--- src/rtl/vec_alu_exec_if.sv ---
// Operation request / result handshake bundle for vec_alu_exec.
// Both channels use valid/ready: a transfer happens on a rising edge where
// valid and ready are both high; the sender holds its payload stable while
// valid is high and ready is low.
interface vec_alu_exec_if #(
    parameter int LANES = 4,
    parameter int LW    = 16
);
    logic                  in_valid;
    logic                  in_ready;
    logic [2:0]            alu_op;
    logic [LANES*LW-1:0]   op_a;
    logic [LANES*LW-1:0]   op_b;
    logic                  res_valid;
    logic                  res_ready;
    logic [LANES*LW-1:0]   result;
    logic [3:0]            flags;
    logic                  div_zero;

    // Upstream decoder / downstream consumer side
    modport master (
        output in_valid, alu_op, op_a, op_b, res_ready,
        input  in_ready, res_valid, result, flags, div_zero
    );

    // Execution unit side
    modport slave (
        input  in_valid, alu_op, op_a, op_b, res_ready,
        output in_ready, res_valid, result, flags, div_zero
    );
endinterface

--- src/rtl/vec_alu_exec.sv ---
// Lane-parallel unsigned vector ALU. Pass/add/sub/mul complete on the accept
// edge; divide runs one restoring step per cycle for LW cycles, all lanes in
// parallel. Result is held in DONE until the consumer takes it, and a new
// operation may be accepted on the same edge the old result is consumed.
module vec_alu_exec #(
    parameter int LANES = 4,
    parameter int LW    = 16
) (
    input  logic                clk,
    input  logic                rst,
    vec_alu_exec_if.slave       bus,
    output logic [1:0]          state_dbg
);
    localparam int CW = $clog2(LW + 1);

    localparam logic [2:0] OP_PASS = 3'b001;
    localparam logic [2:0] OP_ADD  = 3'b010;
    localparam logic [2:0] OP_SUB  = 3'b011;
    localparam logic [2:0] OP_MUL  = 3'b100;
    localparam logic [2:0] OP_DIV  = 3'b101;

    typedef enum logic [1:0] {
        IDLE = 2'd0,
        BUSY = 2'd1,
        DONE = 2'd2
    } state_t;

    state_t state, state_nxt;

    logic                        ready_int;
    logic                        accept;
    logic                        is_div_in;
    logic                        last_step;
    logic [CW-1:0]               cnt;

    logic [LANES-1:0][LW-1:0]    a_in, b_in, alu_res;
    logic [3:0]                  flags_in;
    logic [LW:0]                 sum0;
    logic                        b_any_zero;

    logic [LANES-1:0][LW-1:0]    div_q, div_r, div_d;
    logic [LANES-1:0][LW-1:0]    step_q, step_r;
    logic [LW:0]                 r_sh;
    logic                        dz_pend;

    logic [LANES-1:0][LW-1:0]    result_q;
    logic [3:0]                  flags_q;
    logic                        dz_q;

    assign a_in      = bus.op_a;
    assign b_in      = bus.op_b;
    assign is_div_in = (bus.alu_op == OP_DIV);
    assign accept    = bus.in_valid && ready_int;
    assign last_step = (cnt == CW'(LW - 1));

    assign bus.in_ready  = ready_int;
    assign bus.res_valid = (state == DONE);
    assign bus.result    = result_q;
    assign bus.flags     = flags_q;
    assign bus.div_zero  = dz_q;
    assign state_dbg     = state;

    // State register
    always_ff @(posedge clk) begin
        if (rst) begin
            state <= IDLE;
        end else begin
            state <= state_nxt;
        end
    end

    // Next state and input-side ready
    always_comb begin
        state_nxt = state;
        ready_int = 1'b0;
        case (state)
            IDLE: begin
                ready_int = 1'b1;
                if (bus.in_valid) begin
                    state_nxt = is_div_in ? BUSY : DONE;
                end
            end
            BUSY: begin
                if (last_step) begin
                    state_nxt = DONE;
                end
            end
            DONE: begin
                ready_int = bus.res_ready;
                if (bus.res_ready) begin
                    if (bus.in_valid) begin
                        state_nxt = is_div_in ? BUSY : DONE;
                    end else begin
                        state_nxt = IDLE;
                    end
                end
            end
            default: state_nxt = IDLE;
        endcase
        if (rst) begin
            ready_int = 1'b0;
        end
    end

    // Single-cycle lane results for the non-divide ops
    always_comb begin
        alu_res    = '0;
        b_any_zero = 1'b0;
        for (int i = 0; i < LANES; i++) begin
            case (bus.alu_op)
                OP_PASS: alu_res[i] = a_in[i];
                OP_ADD:  alu_res[i] = a_in[i] + b_in[i];
                OP_SUB:  alu_res[i] = a_in[i] - b_in[i];
                OP_MUL:  alu_res[i] = a_in[i] * b_in[i];
                default: alu_res[i] = '0;
            endcase
            if (b_in[i] == '0) begin
                b_any_zero = 1'b1;
            end
        end
    end

    // Lane-0 flags {N,Z,C,V}; carry/overflow only meaningful for add/sub
    always_comb begin
        sum0     = {1'b0, a_in[0]} + {1'b0, b_in[0]};
        flags_in = 4'b0000;
        case (bus.alu_op)
            OP_ADD: flags_in = {alu_res[0][LW-1], alu_res[0] == '0, sum0[LW],
                                (a_in[0][LW-1] == b_in[0][LW-1]) &&
                                (alu_res[0][LW-1] != a_in[0][LW-1])};
            OP_SUB: flags_in = {alu_res[0][LW-1], alu_res[0] == '0,
                                a_in[0] < b_in[0],
                                (a_in[0][LW-1] != b_in[0][LW-1]) &&
                                (alu_res[0][LW-1] != a_in[0][LW-1])};
            OP_PASS, OP_MUL:
                    flags_in = {alu_res[0][LW-1], alu_res[0] == '0, 2'b00};
            default: flags_in = 4'b0000;
        endcase
    end

    // One restoring-division step per lane; a zero divisor always
    // "subtracts", which naturally yields an all-ones quotient
    always_comb begin
        r_sh   = '0;
        step_q = '0;
        step_r = '0;
        for (int i = 0; i < LANES; i++) begin
            r_sh = {div_r[i], div_q[i][LW-1]};
            if (r_sh >= {1'b0, div_d[i]}) begin
                step_r[i] = LW'(r_sh - {1'b0, div_d[i]});
                step_q[i] = {div_q[i][LW-2:0], 1'b1};
            end else begin
                step_r[i] = r_sh[LW-1:0];
                step_q[i] = {div_q[i][LW-2:0], 1'b0};
            end
        end
    end

    // Operand latching, divide iteration and result register
    always_ff @(posedge clk) begin
        if (rst) begin
            result_q <= '0;
            flags_q  <= '0;
            dz_q     <= 1'b0;
            cnt      <= '0;
            div_q    <= '0;
            div_r    <= '0;
            div_d    <= '0;
            dz_pend  <= 1'b0;
        end else if (accept) begin
            if (is_div_in) begin
                div_q   <= a_in;
                div_r   <= '0;
                div_d   <= b_in;
                cnt     <= '0;
                dz_pend <= b_any_zero;
            end else begin
                result_q <= alu_res;
                flags_q  <= flags_in;
                dz_q     <= 1'b0;
            end
        end else if (state == BUSY) begin
            div_q <= step_q;
            div_r <= step_r;
            cnt   <= cnt + CW'(1);
            if (last_step) begin
                result_q <= step_q;
                flags_q  <= {step_q[0][LW-1], step_q[0] == '0, 2'b00};
                dz_q     <= dz_pend;
            end
        end
    end
endmodule
--- src/flat_wrapper.sv ---
// flat-port wrapper written by rule: the top's interface ports become plain ports
module vec_alu_exec_flat 
#(
    parameter int LANES = 4,
    parameter int LW    = 16
)
  (clk, rst, state_dbg, bus_in_valid, bus_alu_op, bus_op_a, bus_op_b, bus_res_ready, bus_in_ready, bus_res_valid, bus_result, bus_flags, bus_div_zero);
  vec_alu_exec_if #(.LANES(LANES), .LW(LW)) bus_i ();
  input  logic clk;
  input  logic rst;
  output logic [1:0] state_dbg;
  input wire logic [$bits(bus_i.in_valid)-1:0] bus_in_valid;
  input wire logic [$bits(bus_i.alu_op)-1:0] bus_alu_op;
  input wire logic [$bits(bus_i.op_a)-1:0] bus_op_a;
  input wire logic [$bits(bus_i.op_b)-1:0] bus_op_b;
  input wire logic [$bits(bus_i.res_ready)-1:0] bus_res_ready;
  output wire logic [$bits(bus_i.in_ready)-1:0] bus_in_ready;
  output wire logic [$bits(bus_i.res_valid)-1:0] bus_res_valid;
  output wire logic [$bits(bus_i.result)-1:0] bus_result;
  output wire logic [$bits(bus_i.flags)-1:0] bus_flags;
  output wire logic [$bits(bus_i.div_zero)-1:0] bus_div_zero;
  assign bus_i.in_valid = bus_in_valid;
  assign bus_i.alu_op = bus_alu_op;
  assign bus_i.op_a = bus_op_a;
  assign bus_i.op_b = bus_op_b;
  assign bus_i.res_ready = bus_res_ready;
  assign bus_in_ready = bus_i.in_ready;
  assign bus_res_valid = bus_i.res_valid;
  assign bus_result = bus_i.result;
  assign bus_flags = bus_i.flags;
  assign bus_div_zero = bus_i.div_zero;
  vec_alu_exec #(.LANES(LANES), .LW(LW)) u_core (.clk(clk), .rst(rst), .bus(bus_i), .state_dbg(state_dbg));
endmodule
--- config.mk ---
export PLATFORM = sky130hd
export DESIGN_NAME = vec_alu_exec_flat
export DESIGN_NICKNAME = d
export VERILOG_FILES = /design/src/rtl/vec_alu_exec_if.sv /design/src/rtl/vec_alu_exec.sv /design/src/flat_wrapper.sv
export SDC_FILE = /design/constraint.sdc
export NUM_CORES = 2
export LEC_CHECK = 0
export ABC_AREA = 1
export BUFFER_PORTS_ARGS = -buffer_cell sky130_fd_sc_hd__buf_2
export CORE_ASPECT_RATIO = 0.7
export CORE_MARGIN = 5
export CORE_UTILIZATION = 30
export CTS_CLUSTER_SIZE = 10
export DETAILED_ROUTE_END_ITERATION = 12
export MAX_ROUTING_LAYER = met4
export PLACE_DENSITY = 0.43
export REMOVE_ABC_BUFFERS = 1
export SLEW_MARGIN = 10
export SYNTH_ARGS = -nofsm -noshare
export SYNTH_HDL_FRONTEND = slang
export SYNTH_SLANG_ARGS = --single-unit
--- constraint.sdc ---
create_clock -name clk -period 13.5 [get_ports clk]
set_input_delay 2.7 -clock clk [delete_from_list [all_inputs] [get_ports clk]]
set_output_delay 2.7 -clock clk [all_outputs]
set_load 0.01 [all_outputs]
== Word level (Yosys, flattened, before mapping) ==
Cells that the tools add are included.

* Eq/ne operators: 16
* Multipliers: 4
* Reduce and logical (&&, ||, !) cells: 17
* Shift operators: 0
* Divide/modulo/power cells: 0
* Order comparisons: 5
* Bitwise operators: 0
* Muxes and demuxes: 46
* $add $sub $neg: 14

{| class="wikitable"
|+ Operators by type and width
! cell !! count
|-
| two-way mux 64 bit || 10
|-
| case mux 16 bit (4 select lines) || 4
|-
| subtractor 16 bit || 8
|-
| logical NOT 16 bit || 6
|-
| greater-or-equal comparator 17 x 16 -> 1 bit || 4
|-
| adder 16 bit || 4
|-
| multiplier 16 x 16 -> 16 bit || 4
|-
| two-way mux 16 bit || 4
|-
| adder 16 x 16 -> 17 bit || 1
|-
| < comparator 16 bit || 1
|-
| two-way mux 4 bit || 4
|-
| two-way mux 5 bit || 3
|-
| two-way mux 1 bit || 13
|-
| case mux 4 bit (3 select lines) || 1
|-
| two-way mux 2 bit || 5
|-
| inequality test 2 bit (second input constant) || 4
|-
| == test 3 x 2 -> 1 bit (second input constant) || 2
|-
| == test 3 bit (second input constant) || 2
|-
| case mux 2 bit (3 select lines) || 1
|-
| AND reduction 3 bit || 2
|-
| adder 5 x 1 -> 5 bit (second input constant) || 1
|-
| == test 5 x 4 -> 1 bit (second input constant) || 1
|-
| AND reduction 2 bit || 2
|-
| nonzero test 2 bit || 2
|-
| 10 further kinds || 13
|}

* ROM bits: 0
* Latch bits: 0
* Output and inout port bits: 73
* Memories: 0
* Bits of input ports: 135
* Logic and storage cells: 123
* Bits in registers: 269
* Bits in writable memories: 0

== Depth between registers and ports, before layout ==
* Depth in word-level cells: 7
* Depth in mapped cells: 33
* Gate-level depth less buffers: 31

== Least setup slack after synthesis ==
No wires, ideal clock.

* Path kind: input to register
* Start: in bus_op_b[33]
* End: reg u_core.result_q, in the netlist u_core.bus.result[47]
* Setup slack: 5.612 ns
* Path buffers: 2
* Required time: 13.430 ns
* Data arrival time: 7.817 ns
* Stages on the path: 29
* Setup time: 0.070 ns
* Cell sequence: buf_2 clkbuf_1 nand2_1 fa_1 inv_1 fa_1 inv_1 fa_1 inv_1 fa_1 inv_1 fa_1 inv_1 fa_1 ha_1 a21oi_1 o21a_1 nand3_1 nand2_1 inv_1 nor2_1 inv_1 a21oi_1 inv_1 nand3_1 nand3_1 nand2_1 nand2_1 a21oi_1

* Cells in the longest elaborated chain, start to end: 4
* Elaborated cells on any way between the ends: 6
* Classes of those cells: add/sub: 2; mul: 1; mux: 3

{| class="wikitable"
|+ RTL lines
! what !! RTL line !! text
|-
| start, declared || flat_wrapper.sv:15 || <nowiki>input wire logic [$bits(bus_i.op_b)-1:0] bus_op_b;</nowiki>
|-
| multiplier 16 x 16 -> 16 bit, or another cell as far along || vec_alu_exec.sv:114 || <nowiki>OP_MUL: alu_res[i] = a_in[i] * b_in[i];</nowiki>
|-
| case mux 16 bit (4 select lines) (*) || vec_alu_exec.sv:110 || <nowiki>case (bus.alu_op)</nowiki>
|-
| two-way mux 64 bit (*) || vec_alu_exec.sv:171 || <nowiki>if (is_div_in) begin</nowiki>
|-
| two-way mux 64 bit (*) || vec_alu_exec.sv:170 || <nowiki>end else if (accept) begin</nowiki>
|-
| end signal, assigned || vec_alu_exec.sv:178 || <nowiki>result_q <= alu_res;</nowiki>
|-
| end signal, assigned || vec_alu_exec.sv:187 || <nowiki>result_q <= step_q;</nowiki>
|-
| end, declared || vec_alu_exec.sv:46 || <nowiki>logic [LANES-1:0][LW-1:0] result_q;</nowiki>
|}

Mark *: on every way between the ends. The rest lies on a longest branch, timed or not. The select of a mux whose other input is x is not followed.
A chain may end at the register's enable or synchronous reset.

== Worst setup path after layout ==
* Start: in bus_op_b[50]
* End: reg u_core.result_q, in the netlist u_core.bus.result[62]

The elaborated chain is that of the path after synthesis.

==> flow_summary.yaml <==
outcome:
  outcome: "finished, final reports clean"
layout:
  nNetsFinal: 6345
  finalInstanceArea_sq_um: 40100
  drive_gt1_frac: 0.0605
  area_growth_pct: 9.21
  fillers: 13461
power_and_ir_drop:
  total_power_mw: 5.67
  switching_power_mw: 2.86
  power_leakage_nw: 20.8
  seq_power_share: 0.150
  comb_power_share: 0.674
  p_int_mw: 2.81
  peakVddDrop_uv: 92.8
  power.density_nw_per_um2: 141
  swShare: 0.504
  p_clk_frac: 0.176
worst_setup_path:
  worstPathMaxFanout: 18
  worstPathRequired_ns: 13.89
  crit_path_end_kind: "register"
  slowest_delay_ns: 0.55
  crit_top_cell: "fa_1"
  crit_arrival_ns: 8.20
  worstSetupStartpointType: "input pin"
  cpMaxStageDelayCell: "fa_1"
  critPathKind: "input pin to register"
global_route:
  grt_pass1_vias: 33051
  grt_max_degree: 69
  grtUsageTotal: 0.225
  grt_pass1_wl_mm: 218
  antenna_found_initial: 6
  grt_overflow: 0
synthesis:
  synth_area_leader_cell: "fa_1"
  synthCells: 5535
  synth_ff_type: "dfxtp_1"
  synth_cell_type_count: 53
  yosysMostFrequentCell: "nand2_1"
  synthTopCellsByArea: "fa_1, nand2_1, dfxtp_1"
  synth_commonest_cells: "nand2_1, inv_1, a21oi_1, ha_1, fa_1"
  ys_seq_area_frac: 0.147
  synth_edf_count: 0
  syn_area_sq_um: 36800
  avgSynthCellArea_sq_um: 6.64
  yosys_warnings: 0
  synthArstFlopShare: 0
  ys_ff_latch: 269
  synth.top_cell.area_share: 0.179
place:
  dp_hpwl_mm: 109
  postPlaceCellArea_sq_um: 39000
  io_buffers: 207
  routabilityCongestion: 0.930
timing:
  hold_violations: 0
  min_period_ns: 7.80
  slew_viol_final: 0
  setup_viol: 0
  relSlewSlack: 0.233
  fin_setup_tns_ns: 0
  worstMarginPinSlew_ns: 1.15
  period_share: 0.578
  fmax_mhz: 128
  rsz0062_at_grt: "false"
  skew_ns: 0.0221
floorplanning:
  die_h_microns: 303
  dieArea_sq_um: 130000
  rows: 107
  die_w_microns: 428
  pin_count: 208
  start_util: 0.302
  core_area_sq_um: 122000
worst_hold_path:
  hold_class: "register to register"
cts:
  clock_latency_ns: 0.55
  postCtsSetupRepairBufs: 0
  clk_pin_slew_worst_paths_ns: 0.06
  cts_buffers: 36
  htree_num_levels: 2
  root_buffer: "clkbuf_16"
  cts_resized: 0
  hold_buffers: 0
  cts_tree: "done"
  cts_buffer_depth: 3
  cts_sinks: 269
routing:
  viasPerCell: 4.85
  drc: 0
  wl_mm: 145
  antenna_left: 0
  wire_per_inst_microns: 20.1
  vias: 34921
  dr.pass1.iters: 5
  drtIter0Drc: 2902
job:
  cap_violations: 0
final cells by class:
cell class	count	area, sq um	share of cell area
Timing Repair Buffer	230	1210	0.0303
Clock inverter	7	121	0.00302
Multi-Input combinational cell	3878	26100	0.650
Tap cell	1635	2050	0.0510
Clock buffer	53	1060	0.0263
Sequential cell	269	5390	0.134
Inverter	1121	4210	0.105
Antenna cell	2	5.00	0.000125
layer usage:
layer,part of all wire,up-vias,GRT usage
li1,-,17268,-
met1,0.54,16623,0.355
met2,0.38,933,0.302
met3,0.064,97,0.0333
met4,0.013,0,0.0312
met5,0,-,-
registers in the layout, summed over array words and instances, names as in the netlist:
register and count:
u_core.div_r 64, u_core.bus.result 64, u_core.div_q 64, u_core.bus.flags 4, u_core.state_dbg 2, u_core.dz_pend 1, u_core.div_d 64, u_core.bus.div_zero 1
u_core.cnt 5
path summary, 6_finish.rpt:
| path | slack [ns] | to | startpoint | cells after the start |
|---|---|---|---|---|
| hold / removal | 0.46 | u_core.div_r[15] | u_core.div_r[15] | 2 |
| hold reg to reg | 0.46 | u_core.div_r[15] | u_core.div_r[15] | 2 |
| setup reg to reg | 9.93 | u_core.bus.result[34] | u_core.state_dbg[0] | 10 |
| setup / recovery | 5.70 | u_core.bus.result[62] | bus_op_b[50] | 26 |
per-stage QoR:
step           std cells  hold slack [ns]  utilization  worst slack (ns)
6_report            7195            0.463        0.330              5.70
5_1_grt             7195            0.482        0.330              5.35
4_1_cts             7193            0.466        0.330              5.68
3_5_place_dp        7133            0.457        0.320              5.10
3_3_place_gp        7133            0.453        0.320              5.12
2_1_floorplan       5268            0.436            -             0.916
critical path, delay by kind of cell:
family / cells / cell delay [ns]
buffers and inverters: 6 / 0.67
adders and majority gates: 7 / 3.38
and+or+nand+nor: 9 / 0.99
AOI/OAI and AO/OA: 4 / 0.45
power groups by stage:
stage	Clock, mW	Sequential [mW]	Combinational, mW
after CTS	1.02	0.849	3.82
after floorplan	0	0.864	2.72
after global placement	0	0.866	3.80
after detailed placement	0	0.866	3.79
after global routing	1.06	0.852	4.41
final	0.998	0.849	3.82
logic make-up after synthesis:
| family | Yosys count | synth area share |
|---|---|---|
| simple gates | 2066 | 0.228 |
| buf+inv | 1388 | 0.145 |
| compound gates | 979 | 0.145 |
| fa+ha+maj | 674 | 0.297 |
| flops | 269 | 0.147 |
| xor+xnor | 159 | 0.0379 |
layout by cell type, fill, tap and decap left out, drive strengths merged:
cell and count:
a211oi 1, a21boi 5, a21o 16, a21oi 435, a22o 2, a22oi 2, a311oi 3, a31oi 99
a32oi 1, buf 230, bufinv 3, clkbuf 53, clkinv 4, dfxtp 269, diode 2, fa 329
ha 345, inv 1121, nand2 1479, nand3 257, nand3b 8, nand4 30, nor2 201, nor3 51
nor3b 3, nor4 13, o2111ai 1, o211ai 40, o21a 7, o21ai 340, o21bai 4, o221ai 9
o22ai 2, o311ai 1, o31a 1, o31ai 9, o32ai 1, or2 24, xnor2 66, xor2 93
(Power assumes the default switching activity.)
